File: src/rtl/mxv_result_collector.sv
// Collects lane beats from the banded matrix-by-vector unit into the cluster result vector.
// It drops the zero-padded tail rows and flags completion and any overrun beats.
module mxv_result_collector #(
    parameter int no_of_eqn_per_cluster = 10,
    parameter int element_width         = 32,
    parameter int no_of_units           = 4,
    localparam int total_beats = (no_of_eqn_per_cluster + no_of_units - 1) / no_of_units,
    localparam int count_width = $clog2(total_beats + 1)
) (
    input  logic                                            clk,
    input  logic                                            reset,
    input  logic                                            start,
    input  logic                                            in_valid,
    input  logic [element_width*no_of_units-1:0]            in_data,
    output logic [element_width*no_of_eqn_per_cluster-1:0]  result_vector,
    output logic [count_width-1:0]                          beat_count,
    output logic                                            done,
    output logic                                            extra_beat
);

    typedef enum logic [1:0] {
        IDLE,
        COLLECT,
        DONE
    } state_t;

    state_t                                           state_q, state_d;
    logic [element_width*no_of_eqn_per_cluster-1:0]   result_vector_q, result_vector_d;
    logic [count_width-1:0]                           beat_count_q, beat_count_d;
    logic                                             done_q, done_d;
    logic                                             extra_beat_q, extra_beat_d;

    logic                                             accept;
    logic [count_width-1:0]                           beat_idx;

    always_comb begin
        state_d         = state_q;
        result_vector_d = result_vector_q;
        beat_count_d    = beat_count_q;
        done_d          = done_q;
        extra_beat_d    = extra_beat_q;
        accept          = 1'b0;
        beat_idx        = beat_count_q;

        case (state_q)
            IDLE: begin
                beat_count_d = '0;
                done_d       = 1'b0;
                extra_beat_d = 1'b0;
                beat_idx     = '0;
                // A fresh session wipes the old vector; a beat on the same edge is beat 0.
                if (start) begin
                    state_d         = COLLECT;
                    result_vector_d = '0;
                    accept          = in_valid;
                end
            end
            COLLECT: begin
                if (!start) begin
                    state_d      = IDLE;
                    beat_count_d = '0;
                    done_d       = 1'b0;
                end else begin
                    accept = in_valid;
                end
            end
            DONE: begin
                if (!start) begin
                    state_d      = IDLE;
                    beat_count_d = '0;
                    done_d       = 1'b0;
                    extra_beat_d = 1'b0;
                end else if (in_valid) begin
                    extra_beat_d = 1'b1;
                end
            end
            default: begin
                state_d = IDLE;
            end
        endcase

        // Row r is lane (r mod units) of beat (r div units); rows past the cluster never exist.
        if (accept) begin
            for (int r = 0; r < no_of_eqn_per_cluster; r++) begin
                if (int'(beat_idx) == r / no_of_units) begin
                    result_vector_d[element_width*(no_of_eqn_per_cluster-r)-1 -: element_width] =
                        in_data[element_width*(no_of_units-(r % no_of_units))-1 -: element_width];
                end
            end
            beat_count_d = beat_idx + count_width'(1);
            if (beat_idx == count_width'(total_beats - 1)) begin
                state_d = DONE;
                done_d  = 1'b1;
            end
        end
    end

    always_ff @(posedge clk) begin
        if (reset) begin
            state_q         <= IDLE;
            result_vector_q <= '0;
            beat_count_q    <= '0;
            done_q          <= 1'b0;
            extra_beat_q    <= 1'b0;
        end else begin
            state_q         <= state_d;
            result_vector_q <= result_vector_d;
            beat_count_q    <= beat_count_d;
            done_q          <= done_d;
            extra_beat_q    <= extra_beat_d;
        end
    end

    assign result_vector = result_vector_q;
    assign beat_count    = beat_count_q;
    assign done          = done_q;
    assign extra_beat    = extra_beat_q;

endmodule

File: config.mk
export PLATFORM = sky130hd
export DESIGN_NAME = mxv_result_collector
export DESIGN_NICKNAME = d
export VERILOG_FILES = /design/src/rtl/mxv_result_collector.sv
export SDC_FILE = /design/constraint.sdc
export NUM_CORES = 1
export LEC_CHECK = 0
export ABC_AREA = 1
export CAP_MARGIN = 20
export CELL_PAD_IN_SITES_DETAIL_PLACEMENT = 0
export CELL_PAD_IN_SITES_GLOBAL_PLACEMENT = 1
export CORE_MARGIN = 5
export CORE_UTILIZATION = 30
export CTS_CLUSTER_DIAMETER = 50
export DETAILED_ROUTE_END_ITERATION = 6
export HOLD_SLACK_MARGIN = 0.12
export PLACE_DENSITY = 0.79
export SYNTH_ARGS = -nofsm -noshare
export SYNTH_HDL_FRONTEND = slang
export SYNTH_SLANG_ARGS = --single-unit
File: constraint.sdc
create_clock -name clk -period 5.15 [get_ports clk]
set_input_delay 0.7725 -clock clk [delete_from_list [all_inputs] [get_ports clk]]
set_output_delay 0.7725 -clock clk [all_outputs]
set_load 0.01 [all_outputs]
Word level (Yosys, flattened, before mapping)
Index checks and enable logic that the tools add are counted.
W data, S select, Z words.
{"block": "classes", "reduce_logical": 8, "addsub": 1, "n_eq_ne": 7, "n_mux": 31}
{"operator": "$mux W320", "count": 3}
{"operator": "$mux W32", "count": 10}
{"operator": "$mux W2", "count": 7}
{"operator": "$eq A2 B2 Y1 const B", "count": 4}
{"operator": "$pmux W2 S2", "count": 2}
{"operator": "$mux W1", "count": 7}
{"operator": "$logic_not A2 Y1", "count": 2}
{"operator": "$pmux W1 S2", "count": 2}
{"operator": "$reduce_and A2 Y1", "count": 2}
{"operator": "$reduce_or A2 Y1", "count": 2}
{"operator": "$ne A3 B2 Y1 const B", "count": 1}
{"operator": "$ne A3 B3 Y1 const B", "count": 1}
{"operator": "$reduce_bool A3 Y1", "count": 1}
{"operator": "$add A2 B1 Y2 const B", "count": 1}
{"operator": "$eq A2 B1 Y1 const B", "count": 1}
{"operator": "$reduce_bool A2 Y1", "count": 1}
{"block": "word_totals", "in_bits": 132, "reg_bits": 326, "output_inout_bits": 324, "word_cells": 52}

Logic depth before layout (Yosys ltp)
Gate-level depths: netlist of the first run.
{"block": "logic_depth", "ltp_word": 5, "ltp_mapped": 13, "depth_no_buf": 11}

Worst setup path after synthesis of the first run
OpenSTA, ideal clock, no wires.
{"block": "synth_timing", "kind": "flip-flop to flip-flop", "startpoint": "register state_q[0]", "endpoint": "register result_vector_q[132] (netlist: result_vector[132])", "path_buffers": 2, "t_arrival_ns": 1.570, "setup_ns": 0.114, "path_slack_ns": 3.466, "stages_incl_launch_ff": 14, "period_less_slack_ns": 1.684, "t_required_ns": 5.036, "cell_sequence": "dfxtp_1 -> inv_1 -> ha_1 -> inv_1 -> nand2_1 -> inv_1 -> ha_1 -> inv_1 -> nor2_4 -> buf_4 -> buf_4 -> nand2_1 -> nand2_1 -> nor2_1"}
{"block": "synth_between", "elab_chain_len": 5, "elab_cells_between_ends": 9, "classes_between": "2 x eq/ne; 5 x mux; 2 x reduce/logical"}
{"item": "start: declaration", "line_no": "27", "text": "state_t state_q, state_d;"}
{"item": "start signal: assignment", "line_no": "106", "text": "state_q <= state_d;"}
{"item": "$logic_not A2 Y1", "line_no": "45", "text": "case (state_q)"}
{"item": "$mux W2", "line_no": "45"}
{"item": "$eq A2 B2 Y1", "line_no": "85", "text": "if (int'(beat_idx) == r / no_of_units) begin"}
{"item": "$mux W32", "line_no": "85"}
{"item": "$mux W320 (*)", "line_no": "83", "text": "if (accept) begin"}
{"item": "end signal: assignment", "line_no": "107", "text": "result_vector_q <= result_vector_d;"}
{"item": "end: declaration", "line_no": "28", "text": "logic [element_width*no_of_eqn_per_cluster-1:0] result_vector_q, result_vector_d;"}
Mark *: on every way between the ends. The rest lies on a longest branch, timed or not.
A chain may end at the register's enable or synchronous reset.

Worst setup path after layout of the first run
{"block": "layout_timing", "startpoint": "input port start", "endpoint": "register result_vector_q[204] (netlist: result_vector[204])"}
{"block": "layout_between", "elab_chain_len": 4, "elab_cells_between_ends": 6, "classes_between": "6 x mux"}
{"item": "start: declaration", "line_no": "12", "text": "input logic start,"}
{"item": "$mux W320", "line_no": "52", "text": "if (start) begin"}
{"item": "$mux W320", "line_no": "45"}
{"item": "$mux W32", "line_no": "85"}
{"item": "$mux W320 (*)", "line_no": "83"}
Marks and branches as above.

==> results of run 1 <==
==> final cells by class <==
type / count / area share (%)
timing repair buffer: 466 / 24.23
inverter: 143 / 2.791
clock buffer: 56 / 6.289
multi-input combinational: 1320 / 28.11
sequential: 326 / 33.47
antenna: 2 / 0.02567
clock inverter: 21 / 1.290
tap: 592 / 3.799
==> synth_stat cells, drive strengths merged <==
library cell,instances,area [sq um]
clkbuf,23,86.33
o21ai,2,10.01
nand3,6,30.03
buf,117,730.7
dfxtp,326,6526
nand2,653,2454
a21oi,326,1632
nor2,323,1230
inv,143,536.8
ha,8,100.1
nor3,1,5.000
a211oi,1,7.510
==> flip-flops by register name (all words and copies together) (netlist names) <==
signal         count
result_vector    320
beat_count         2
state_q            2
done               1
extra_beat         1
==> layout by cell type, fill, tap and decap left out <==
master           netlist  final
nand2_1              652    651
clkdlybuf4s50_1        0    455
a21oi_1              326    326
dfxtp_1              326    326
nor2_1               320    320
inv_1                141    141
clkbuf_16              0     44
ha_1                   8      8
clkinv_2               0      8
clkbuf_8               0      8
buf_12                 0      7
nand3_1                6      6
inv_8                  0      4
bufinv_16              0      4
clkbuf_1              23      4
buf_4                 64      4
nor2_4                 2      3
inv_6                  0      3
diode_2                0      2
o21ai_0                2      2
clkinvlp_4             0      2
nor3_1                 1      1
a211oi_1               1      1
inv_2                  2      1
nand2_2                1      1
nand2_4                0      1
clkinv_8               0      1
==> cell families (layout without fill, tap and decap cells) <==
group	Yosys count	in the layout	synth area share, %
AND/OR/NAND/NOR	983	983	27.86
buffers and inverters	283	686	10.14
flip-flops	326	326	48.89
adder cells (fa/ha/maj)	8	8	0.7499
other	0	2	0
AO/OA/AOI/OAI	329	329	12.35
==> power groups by stage <==
stage / Sequential (uW) / Clock, uW / Combinational (uW)
floorplan: 2720 / 0 / 345
global placement: 2690 / 0 / 712
detailed placement: 2690 / 0 / 717
CTS: 2640 / 3160 / 720
global route: 2650 / 3270 / 790
finish: 2640 / 3060 / 710
==> worst min-delay path, stage by stage, from the launching register on <==
cell     delay (ns)
dfxtp_1        0.32
a21oi_1        0.06
nor2_1         0.07
==> through the flow <==
| stage | util, % | total power, uW |
|---|---|---|
| after floorplan | - | 3067 |
| after global placement | 40.78 | 3402 |
| after detailed placement | 40.78 | 3409 |
| after CTS | 44.13 | 6513 |
| after global routing | 44.18 | 6706 |
| final | 44.19 | 6412 |
==> worst max path at each step <==
stage,from,end,slack [ns],depth (start not counted)
finish,start,result_vector[204]$_SDFF_PP0_,2.65,10
global route,state_q[0]$_SDFF_PP0_,result_vector[94]$_SDFF_PP0_,2.33,12
CTS,start,result_vector[225]$_SDFF_PP0_,2.56,9
detailed placement,start,result_vector[204]$_SDFF_PP0_,1.96,9
global placement,start,result_vector[254]$_SDFF_PP0_,2.07,9
floorplan,state_q[0]$_SDFF_PP0_,result_vector[132]$_SDFF_PP0_,3.47,13
==> routing by layer <==
metal / wire [um] / global-route usage (%)
met1: 20270 / 23.32
met2: 20710 / 28.44
met3: 3997 / 6.573
met4: 1017 / 5.202
met5: 0 / 0
==> results_dict.tcl, run 1 <==
set metrics [dict create \
    fill_cells 4508 \
    syn_area_sq_um 13350 \
    crit_fanout 57 \
    ir_drop_v 0.0002140 \
    io_pins 456 \
    pwr-share-clk_pct 47.8 \
    drt_iter0_markers 706 \
    multi_input_area_sq_um 5480 \
    drc_errors 0 \
    rows 77 \
    worst_slew_pin_slew_ns 0.9934 \
    switchingPower_uw 1607 \
    final-max-slew-violation-count 0 \
    cts_sinks 326 \
    grtUsageTotal_pct 18.03 \
    crit_buf_inv 4 \
    required_ns 5.58 \
    cts_resized 0 \
    r2r_cells 12 \
    crit-reg2reg-launch "state_q[0]$_SDFF_PP0_" \
    viasPerCell 4.477 \
    post-place-ws_ns 1.960 \
    vias 13100 \
    wl_per_cell_um 15.72 \
    cp-end-kind "flip-flop" \
    path_cells "clkdlybuf4s50_1, nand2_1, inv_2, nand2_2, nor2_4, buf_4, buf_12, nand2_1, nand2_1, nor2_1" \
    tns_ns 0 \
    critical-path-top-delay-family "buffers and inverters" \
    post-cts-setup-buffer-count 0 \
    synthToLayoutAreaGrowth_pct 46.08 \
    outcome "completed" \
    yosysWarnings 0 \
    finalSetupViolCount 0 \
    final_area_sq_um 19500 \
    grt_max_degree 198 \
    cp_slowest_cell "clkdlybuf4s50_1" \
    rr_endpoint "result_vector[89]$_SDFF_PP0_" \
    holdPathEnd "result_vector[299]$_SDFF_PP0_" \
    synth_cell_type_count 19 \
    timing.slew.headroom_pct 33.78 \
    dp_hpwl_mm 30.15 \
    hold_path_depth 2 \
    wl_mm 46.00 \
    seq_area_sq_um 6526 \
    min_from "result_vector[299]$_SDFF_PP0_" \
    die_h_um 220.9 \
    finalHoldViolCount 0 \
    rsz0062_at_grt "false" \
    avgSynthCellArea_sq_um 6.920 \
    overflow 0 \
    switching_share_pct 25.06 \
    fp.dieW_um 220.9 \
    fin_hold_ws_ns 0.4832 \
    seqPwrFrac_pct 41.1 \
    grt_first_pass_wirelength_mm 72.85 \
    critPathKind "in2reg" \
    clk_latency_ns 0.55 \
    ys_seq_area_share_pct 48.89 \
    setup_ws_ns 2.649 \
    dr.pass1.iters 5 \
    syn_nets 2069 \
    clock_path_buffers 3 \
    io_buffers 455 \
    fin_crit_sh_pct 48.57 \
    antenna_found_initial 1 \
    syn_inst 1929 \
    power.leakage_uw 0.008302 \
    critPathLaunchType "input pin" \
    p_int_uw 4805 \
    dpl-instance-area_sq_um 18000 \
    cpMostUsedCell "nand2_1" \
    finalNetCount 2440 \
    grt_pass1_vias 12620 \
    final_cell_count_no_fill 2926 \
    p_comb_share_pct 11.1 \
    slowest_delay_ns 0.58 \
    core_region_area_sq_um 44120 \
    cts_tree "built" \
    dieArea_sq_um 48810 \
    clk_transition_reported_paths_ns 0.06 \
    cts_buffers 43 \
    cts_max_level 2 \
    hold_class "reg2reg" \
    cts-root-buf "clkbuf_16" \
    cts_hold_buf 0 \
    dpl.cell_count 2846 \
    skew_ns 0.02331 \
    period_minus_slack_ns 2.501 \
    drive_gt1_share_pct 3.902 \
    antenna_left 0 \
    ys_ff_latch 326 \
    fmax_mhz 399.8 \
    initial_core_util_pct 30.25 \
    cap_viol_max_count 0 \
    powerDensity_nw_per_um2 328.8 \
    crit_arrival_ns 2.93 \
    reg2reg_setup_slack_ns 2.68 \
    gp_congestion 0.8025 \
]
Note: power is estimated with default switching activity, not from simulation.
==> run 2: changes to the inputs <==
==> constraint.sdc (replaced) <==
create_clock -name clk -period 2.4 [get_ports clk]
set_input_delay 0.36 -clock clk [delete_from_list [all_inputs] [get_ports clk]]
set_output_delay 0.36 -clock clk [all_outputs]
set_load 0.01 [all_outputs]
==> run 2 against run 1 <==
Net effect:
- non-clock buffer count rose by 45
- combinational power grew 130%
- register-to-register slack got worse by 2.4 ns
- utilization up 0.91 points
- cell count up 1.3%
- die area did not move
- first-iteration DRC count increased by 13%
- worst hold slack lost 0.021 ns
- critical path type is now reg2reg
- critical endpoint is now result_vector[145]$_SDFF_PP0_
- largest cell class unchanged
- highest routed layer unchanged
==> results_dict.tcl, run 2 (synthesis results as in run 1) <==
set metrics [dict create \
    antenna_cells 0 \
    dr.pass1.iters 5 \
    cts_hold_buf 0 \
    power.leakage_uw 0.008517 \
    viasPerCell 4.517 \
    route.top_layer_used "met4" \
    drt_iter0_markers 800 \
    cpMostUsedCell "inv_1" \
    cts_max_level 2 \
    p_int_uw 10030 \
    cts_sinks 326 \
    crit_buf_inv 6 \
    reg2reg_setup_slack_ns 0.28 \
    wl_mm 46.83 \
    critical-path-top-delay-family "buffers and inverters" \
    fin_crit_sh_pct 88.26 \
    crit-reg2reg-launch "state_q[0]$_SDFF_PP0_" \
    vias 13390 \
    switching_share_pct 25.20 \
    cts_resized 0 \
    critPathLaunchType "flip-flop" \
    wl_per_cell_um 15.79 \
    die_h_um 220.9 \
    clock_path_buffers 3 \
    wl_met1_mm 20.66 \
    grt_pass1_vias 12970 \
    worst_slew_pin_slew_ns 0.3679 \
    layout_common_cells "651 x nand2_1, 455 x clkdlybuf4s50_1, 326 x a21oi_1, 326 x dfxtp_1, 320 x nor2_1" \
    slowest_delay_ns 0.36 \
    gp_congestion 0.8178 \
    antenna_left 0 \
    largest_reg_flops 320 \
    rows 77 \
    dieArea_sq_um 48810 \
    cp_slowest_cell "dfxtp_1" \
    fp.dieW_um 220.9 \
    synthToLayoutAreaGrowth_pct 49.09 \
    io_buffers 455 \
    setup_ws_ns 0.2817 \
    cap_viol_max_count 0 \
    core_region_area_sq_um 44120 \
    post-place-ws_ns 0.2548 \
    clk_transition_reported_paths_ns 0.06 \
    final_common_cell "nand2_1" \
    drc_errors 0 \
    drive_gt1_share_pct 5.352 \
    finalSetupViolCount 0 \
    dpl.cell_count 2892 \
    cts-root-buf "clkbuf_16" \
    dp_hpwl_mm 33.78 \
    antenna_found_initial 0 \
    grt_first_pass_wirelength_mm 74.02 \
    period_minus_slack_ns 2.118 \
    hold_path_depth 5 \
    powerDensity_nw_per_um2 673.6 \
    fin_hold_ws_ns 0.4619 \
    p_comb_share_pct 12.1 \
    min_from "in_data[36]" \
    timing.slew.headroom_pct 75.47 \
    final_cell_count_no_fill 2965 \
    cp-end-kind "flip-flop" \
    hold_class "in2reg" \
    clk_latency_ns 0.55 \
    route.met2.wl_mm 21.30 \
    post-cts-setup-buffer-count 0 \
    tns_ns 0 \
    fmax_mhz 472.1 \
    final-max-slew-violation-count 0 \
    grt_max_degree 63 \
    path_cells "inv_1, ha_1, inv_1, nand2_1, inv_1, ha_1, inv_1, nor2_4, buf_12, buf_4, nand2_1, nand2_1, nor2_1" \
    cts_buffers 41 \
    skew_ns 0.007035 \
    finalPower_uw 13400 \
    switchingPower_uw 3378 \
    holdPathEnd "result_vector[100]$_SDFF_PP0_" \
    io_pins 456 \
    ir_drop_v 0.0004786 \
    seqPwrFrac_pct 42.3 \
    crit_fanout 43 \
    critPathKind "reg2reg" \
    outcome "completed" \
    crit_arrival_ns 2.55 \
    finalHoldViolCount 0 \
    finalNetCount 2483 \
    rsz0062_at_grt "false" \
    r2r_cells 13 \
    initial_core_util_pct 30.25 \
    grtUsageTotal_pct 18.41 \
    required_ns 2.84 \
    pwr-share-clk_pct 45.6 \
    rr_endpoint "result_vector[145]$_SDFF_PP0_" \
    overflow 0 \
    cts_tree "built" \
    dr_wl_met3_mm 3.937 \
]
==> run 2: cell types whose count changed in the layout (fill, tap and decap cells not counted), sizes merged <==
cell | previous run | this run
diode | 2 | 0
clkinv | 9 | 8
inv | 149 | 145
clkbuf | 56 | 59
bufinv | 4 | 2
buf | 11 | 56
==> run 2: power groups by stage <==
| stage | clock [uW] | sequential [uW] | combinational (uW) |
|---|---|---|---|
| 5_1_grt | 6540 | 5680 | 1800 |
| 4_1_cts | 6280 | 5670 | 1650 |
| 3_3_place_gp | 0 | 5780 | 1630 |
| 6_report | 6110 | 5670 | 1620 |
| 3_5_place_dp | 0 | 5780 | 1640 |
| 2_1_floorplan | 0 | 5840 | 740 |
==> run 2: layout make-up <==
type	instances	area, sq um
Timing Repair Buffer	511	5263
Fill cell	4506	24220
Inverter	143	544.3
Multi-Input combinational cell	1320	5480
Tap cell	592	740.7
Clock inverter	14	140.1
Sequential cell	326	6526
Clock buffer	59	1206
==> run 2: worst register-to-register path, cell delays in order (launching register included) <==
cell and delay [ns]:
dfxtp_1 0.36, inv_1 0.10, ha_1 0.24, inv_1 0.11, nand2_1 0.11, inv_1 0.07
ha_1 0.13, inv_1 0.05, nor2_4 0.16, buf_12 0.23, buf_4 0.27, nand2_1 0.07
nand2_1 0.06, nor2_1 0.04
==> run 2: routing by layer <==
| layer | vias up | track usage, % |
|---|---|---|
| met1 | 6189 | 23.51 |
| met2 | 407 | 29.65 |
| li1 | 6740 | - |
| met4 | 0 | 4.942 |
| met5 | - | 0 |
| met3 | 56 | 6.626 |
==> run 2: worst max-delay path by stage <==
stage                               start                            end  slack (ns)  cells after the start
floorplan           state_q[0]$_SDFF_PP0_  result_vector[132]$_SDFF_PP0_        0.72                     13
global route        state_q[1]$_SDFF_PP0_  result_vector[189]$_SDFF_PP0_        0.11                     13
CTS                 state_q[1]$_SDFF_PP0_   result_vector[80]$_SDFF_PP0_        0.28                     13
finish              state_q[0]$_SDFF_PP0_  result_vector[145]$_SDFF_PP0_        0.28                     13
detailed placement               in_valid  result_vector[250]$_SDFF_PP0_        0.25                     10
global placement                    start   result_vector[80]$_SDFF_PP0_        0.26                     10
==> run 2: stage by stage <==
stage,util [%],area [sq um]
floorplan,-,13350
global placement,42.05,18550
detailed placement,42.05,18550
CTS,45.10,19900
global route,45.10,19900
finish,45.10,19900
==> run 3: changes to the inputs <==
--- a/config.mk
+++ b/config.mk
@@ -9,7 +9,7 @@
 export CAP_MARGIN = 20
 export CELL_PAD_IN_SITES_DETAIL_PLACEMENT = 0
 export CELL_PAD_IN_SITES_GLOBAL_PLACEMENT = 1
-export CORE_MARGIN = 5
+export CORE_MARGIN = 3
 export CORE_UTILIZATION = 30
 export CTS_CLUSTER_DIAMETER = 50
 export DETAILED_ROUTE_END_ITERATION = 6
==> run 3 against run 2 <==
Net effect:
- maximum frequency increased by 1.2%
- non-clock buffer count shrank 13
- sequential power about the same
- critical path depth stayed put
- sequential cell count did not move
- count of clock-buffer cells in the layout increased by 2
- cell count is 0.64% lower
- routed wire length fell by 1.8%
- clock skew increased by 0.0071 ns
- worst setup slack gained 0.025 ns
- critical path type unchanged
- critical endpoint is now result_vector[73]$_SDFF_PP0_
- largest power group unchanged
==> results_dict.tcl, run 3 (synthesis results as in run 1) <==
set metrics [dict create \
    outcome "completed" \
    viasPerCell 4.526 \
    cpMostUsedCell "inv_1" \
    overflow 0 \
    core_region_area_sq_um 43550 \
    worst_slew_pin_slew_ns 0.4279 \
    post-cts-setup-buffer-count 0 \
    wl_mm 45.98 \
    powerDensity_nw_per_um2 675.4 \
    vias 13330 \
    cp-end-kind "flip-flop" \
    drc_errors 0 \
    power.leakage_uw 0.008426 \
    cts_max_level 2 \
    final-max-slew-violation-count 0 \
    cts-root-buf "clkbuf_16" \
    fill_cells 4476 \
    io_buffers 455 \
    clk_latency_ns 0.54 \
    fin_crit_sh_pct 87.23 \
    ir_drop_v 0.0005024 \
    critPathLaunchType "flip-flop" \
    final_common_cell "nand2_1" \
    cts_resized 0 \
    fp.dieW_um 216.9 \
    clk_transition_reported_paths_ns 0.06 \
    largest_reg_flops 320 \
    dr.pass1.iters 6 \
    gp_congestion 0.8197 \
    layout_common_cells "651 x nand2_1, 455 x clkdlybuf4s50_1, 326 x a21oi_1, 326 x dfxtp_1, 320 x nor2_1" \
    cts_tree "built" \
    period_minus_slack_ns 2.094 \
    cts_buffers 42 \
    tns_ns 0 \
    clock_path_buffers 3 \
    cts_sinks 326 \
    seq_area_sq_um 6526 \
    slowest_delay_ns 0.38 \
    io_pins 456 \
    antenna_found_initial 1 \
    skew_ns 0.01411 \
    cap_viol_max_count 0 \
    route.met2.wl_mm 21.00 \
    finalHoldViolCount 0 \
    rows 76 \
    finalNetCount 2471 \
    hold_class "in2reg" \
    rsz0062_at_grt "false" \
    route.top_layer_used "met4" \
    initial_core_util_pct 30.65 \
    fmax_mhz 477.6 \
    final_area_sq_um 19760 \
    drive_gt1_share_pct 4.619 \
    crit_arrival_ns 2.53 \
    cp_slowest_cell "dfxtp_1" \
    wl_per_cell_um 15.61 \
    fin_hold_ws_ns 0.4550 \
    wl_met1_mm 19.96 \
    grt_max_degree 89 \
    grtUsageTotal_pct 18.74 \
    path_cells "inv_1, ha_1, inv_1, nand2_1, inv_1, ha_1, inv_1, nor2_4, buf_12, buf_12, nand2_1, nand2_1, nor2_1" \
    critPathKind "reg2reg" \
    required_ns 2.83 \
    antenna_left 0 \
    cts_hold_buf 0 \
    grt_pass1_vias 12530 \
    crit_fanout 47 \
    die_h_um 216.9 \
    finalSetupViolCount 0 \
    multi_input_area_sq_um 5480 \
    dpl-instance-area_sq_um 18440 \
    timing.slew.headroom_pct 71.47 \
    grt_first_pass_wirelength_mm 71.41 \
    dr_wl_met3_mm 4.108 \
    drt_iter0_markers 802 \
    dp_hpwl_mm 32.13 \
    synthToLayoutAreaGrowth_pct 48.04 \
    dieArea_sq_um 47060 \
]
-- run 3: cell types whose count changed in the layout (fill, tap and decap cells not counted), sizes merged --
cell / before / now
buf: 56 / 43
clkinv: 8 / 4
clkbuf: 59 / 61
inv: 145 / 147
diode: 0 / 1
-- run 3: metal layers --
layer	vias to the layer above	GRT usage [%]
met5	-	0
met4	0	5.284
met3	56	5.934
met2	429	30.66
met1	6125	23.87
li1	6723	-
-- run 3: per-stage QoR --
| step | util [%] | std cells | power, uW | setup slack [ns] |
|---|---|---|---|---|
| final | 45.37 | 2946 | 13350 | 0.3064 |
| after global routing | 45.37 | 2946 | 13920 | 0.1097 |
| after CTS | 45.37 | 2945 | 13550 | 0.2669 |
| after detailed placement | 42.33 | 2872 | 7407 | 0.2212 |
| after global placement | 42.33 | 2872 | 7389 | 0.2651 |
| after floorplan | - | 1929 | 6582 | 0.7164 |
-- run 3: area by class of cell --
class | count | share of cell area [%]
flip-flops and latches | 326 | 33.03
multi-input cells | 1320 | 27.73
repair buffers | 498 | 26.07
clock buffers | 61 | 5.990
well taps | 585 | 3.704
inverters | 143 | 2.754
clock inverters | 12 | 0.7028
diodes | 1 | 0.01266
-- run 3: path summary, 6_finish.rpt --
kind | startpoint | end | slack, ns | depth (start not counted)
max | state_q[1]$_SDFF_PP0_ | result_vector[73]$_SDFF_PP0_ | 0.31 | 13
min | in_data[4] | result_vector[68]$_SDFF_PP0_ | 0.46 | 5
max reg2reg | state_q[1]$_SDFF_PP0_ | result_vector[73]$_SDFF_PP0_ | 0.31 | 13
min reg2reg | done$_SDFF_PP0_ | done$_SDFF_PP0_ | 0.47 | 2
-- run 3: power breakdown --
group          internal [uW]  switching [uW]  leakage (uW)
logic                    736             880       0.00514
registers               5570            92.4       0.00265
clock network           3650            2410      0.000641
total                   9960            3380       0.00843
-- run 3: worst max-delay path: cells and delay by family, from the launching register on --
kind,cells,cell delay (ns)
flops,1,0.38
fa+ha+maj,2,0.36
buf+inv,6,0.75
simple gates,5,0.49
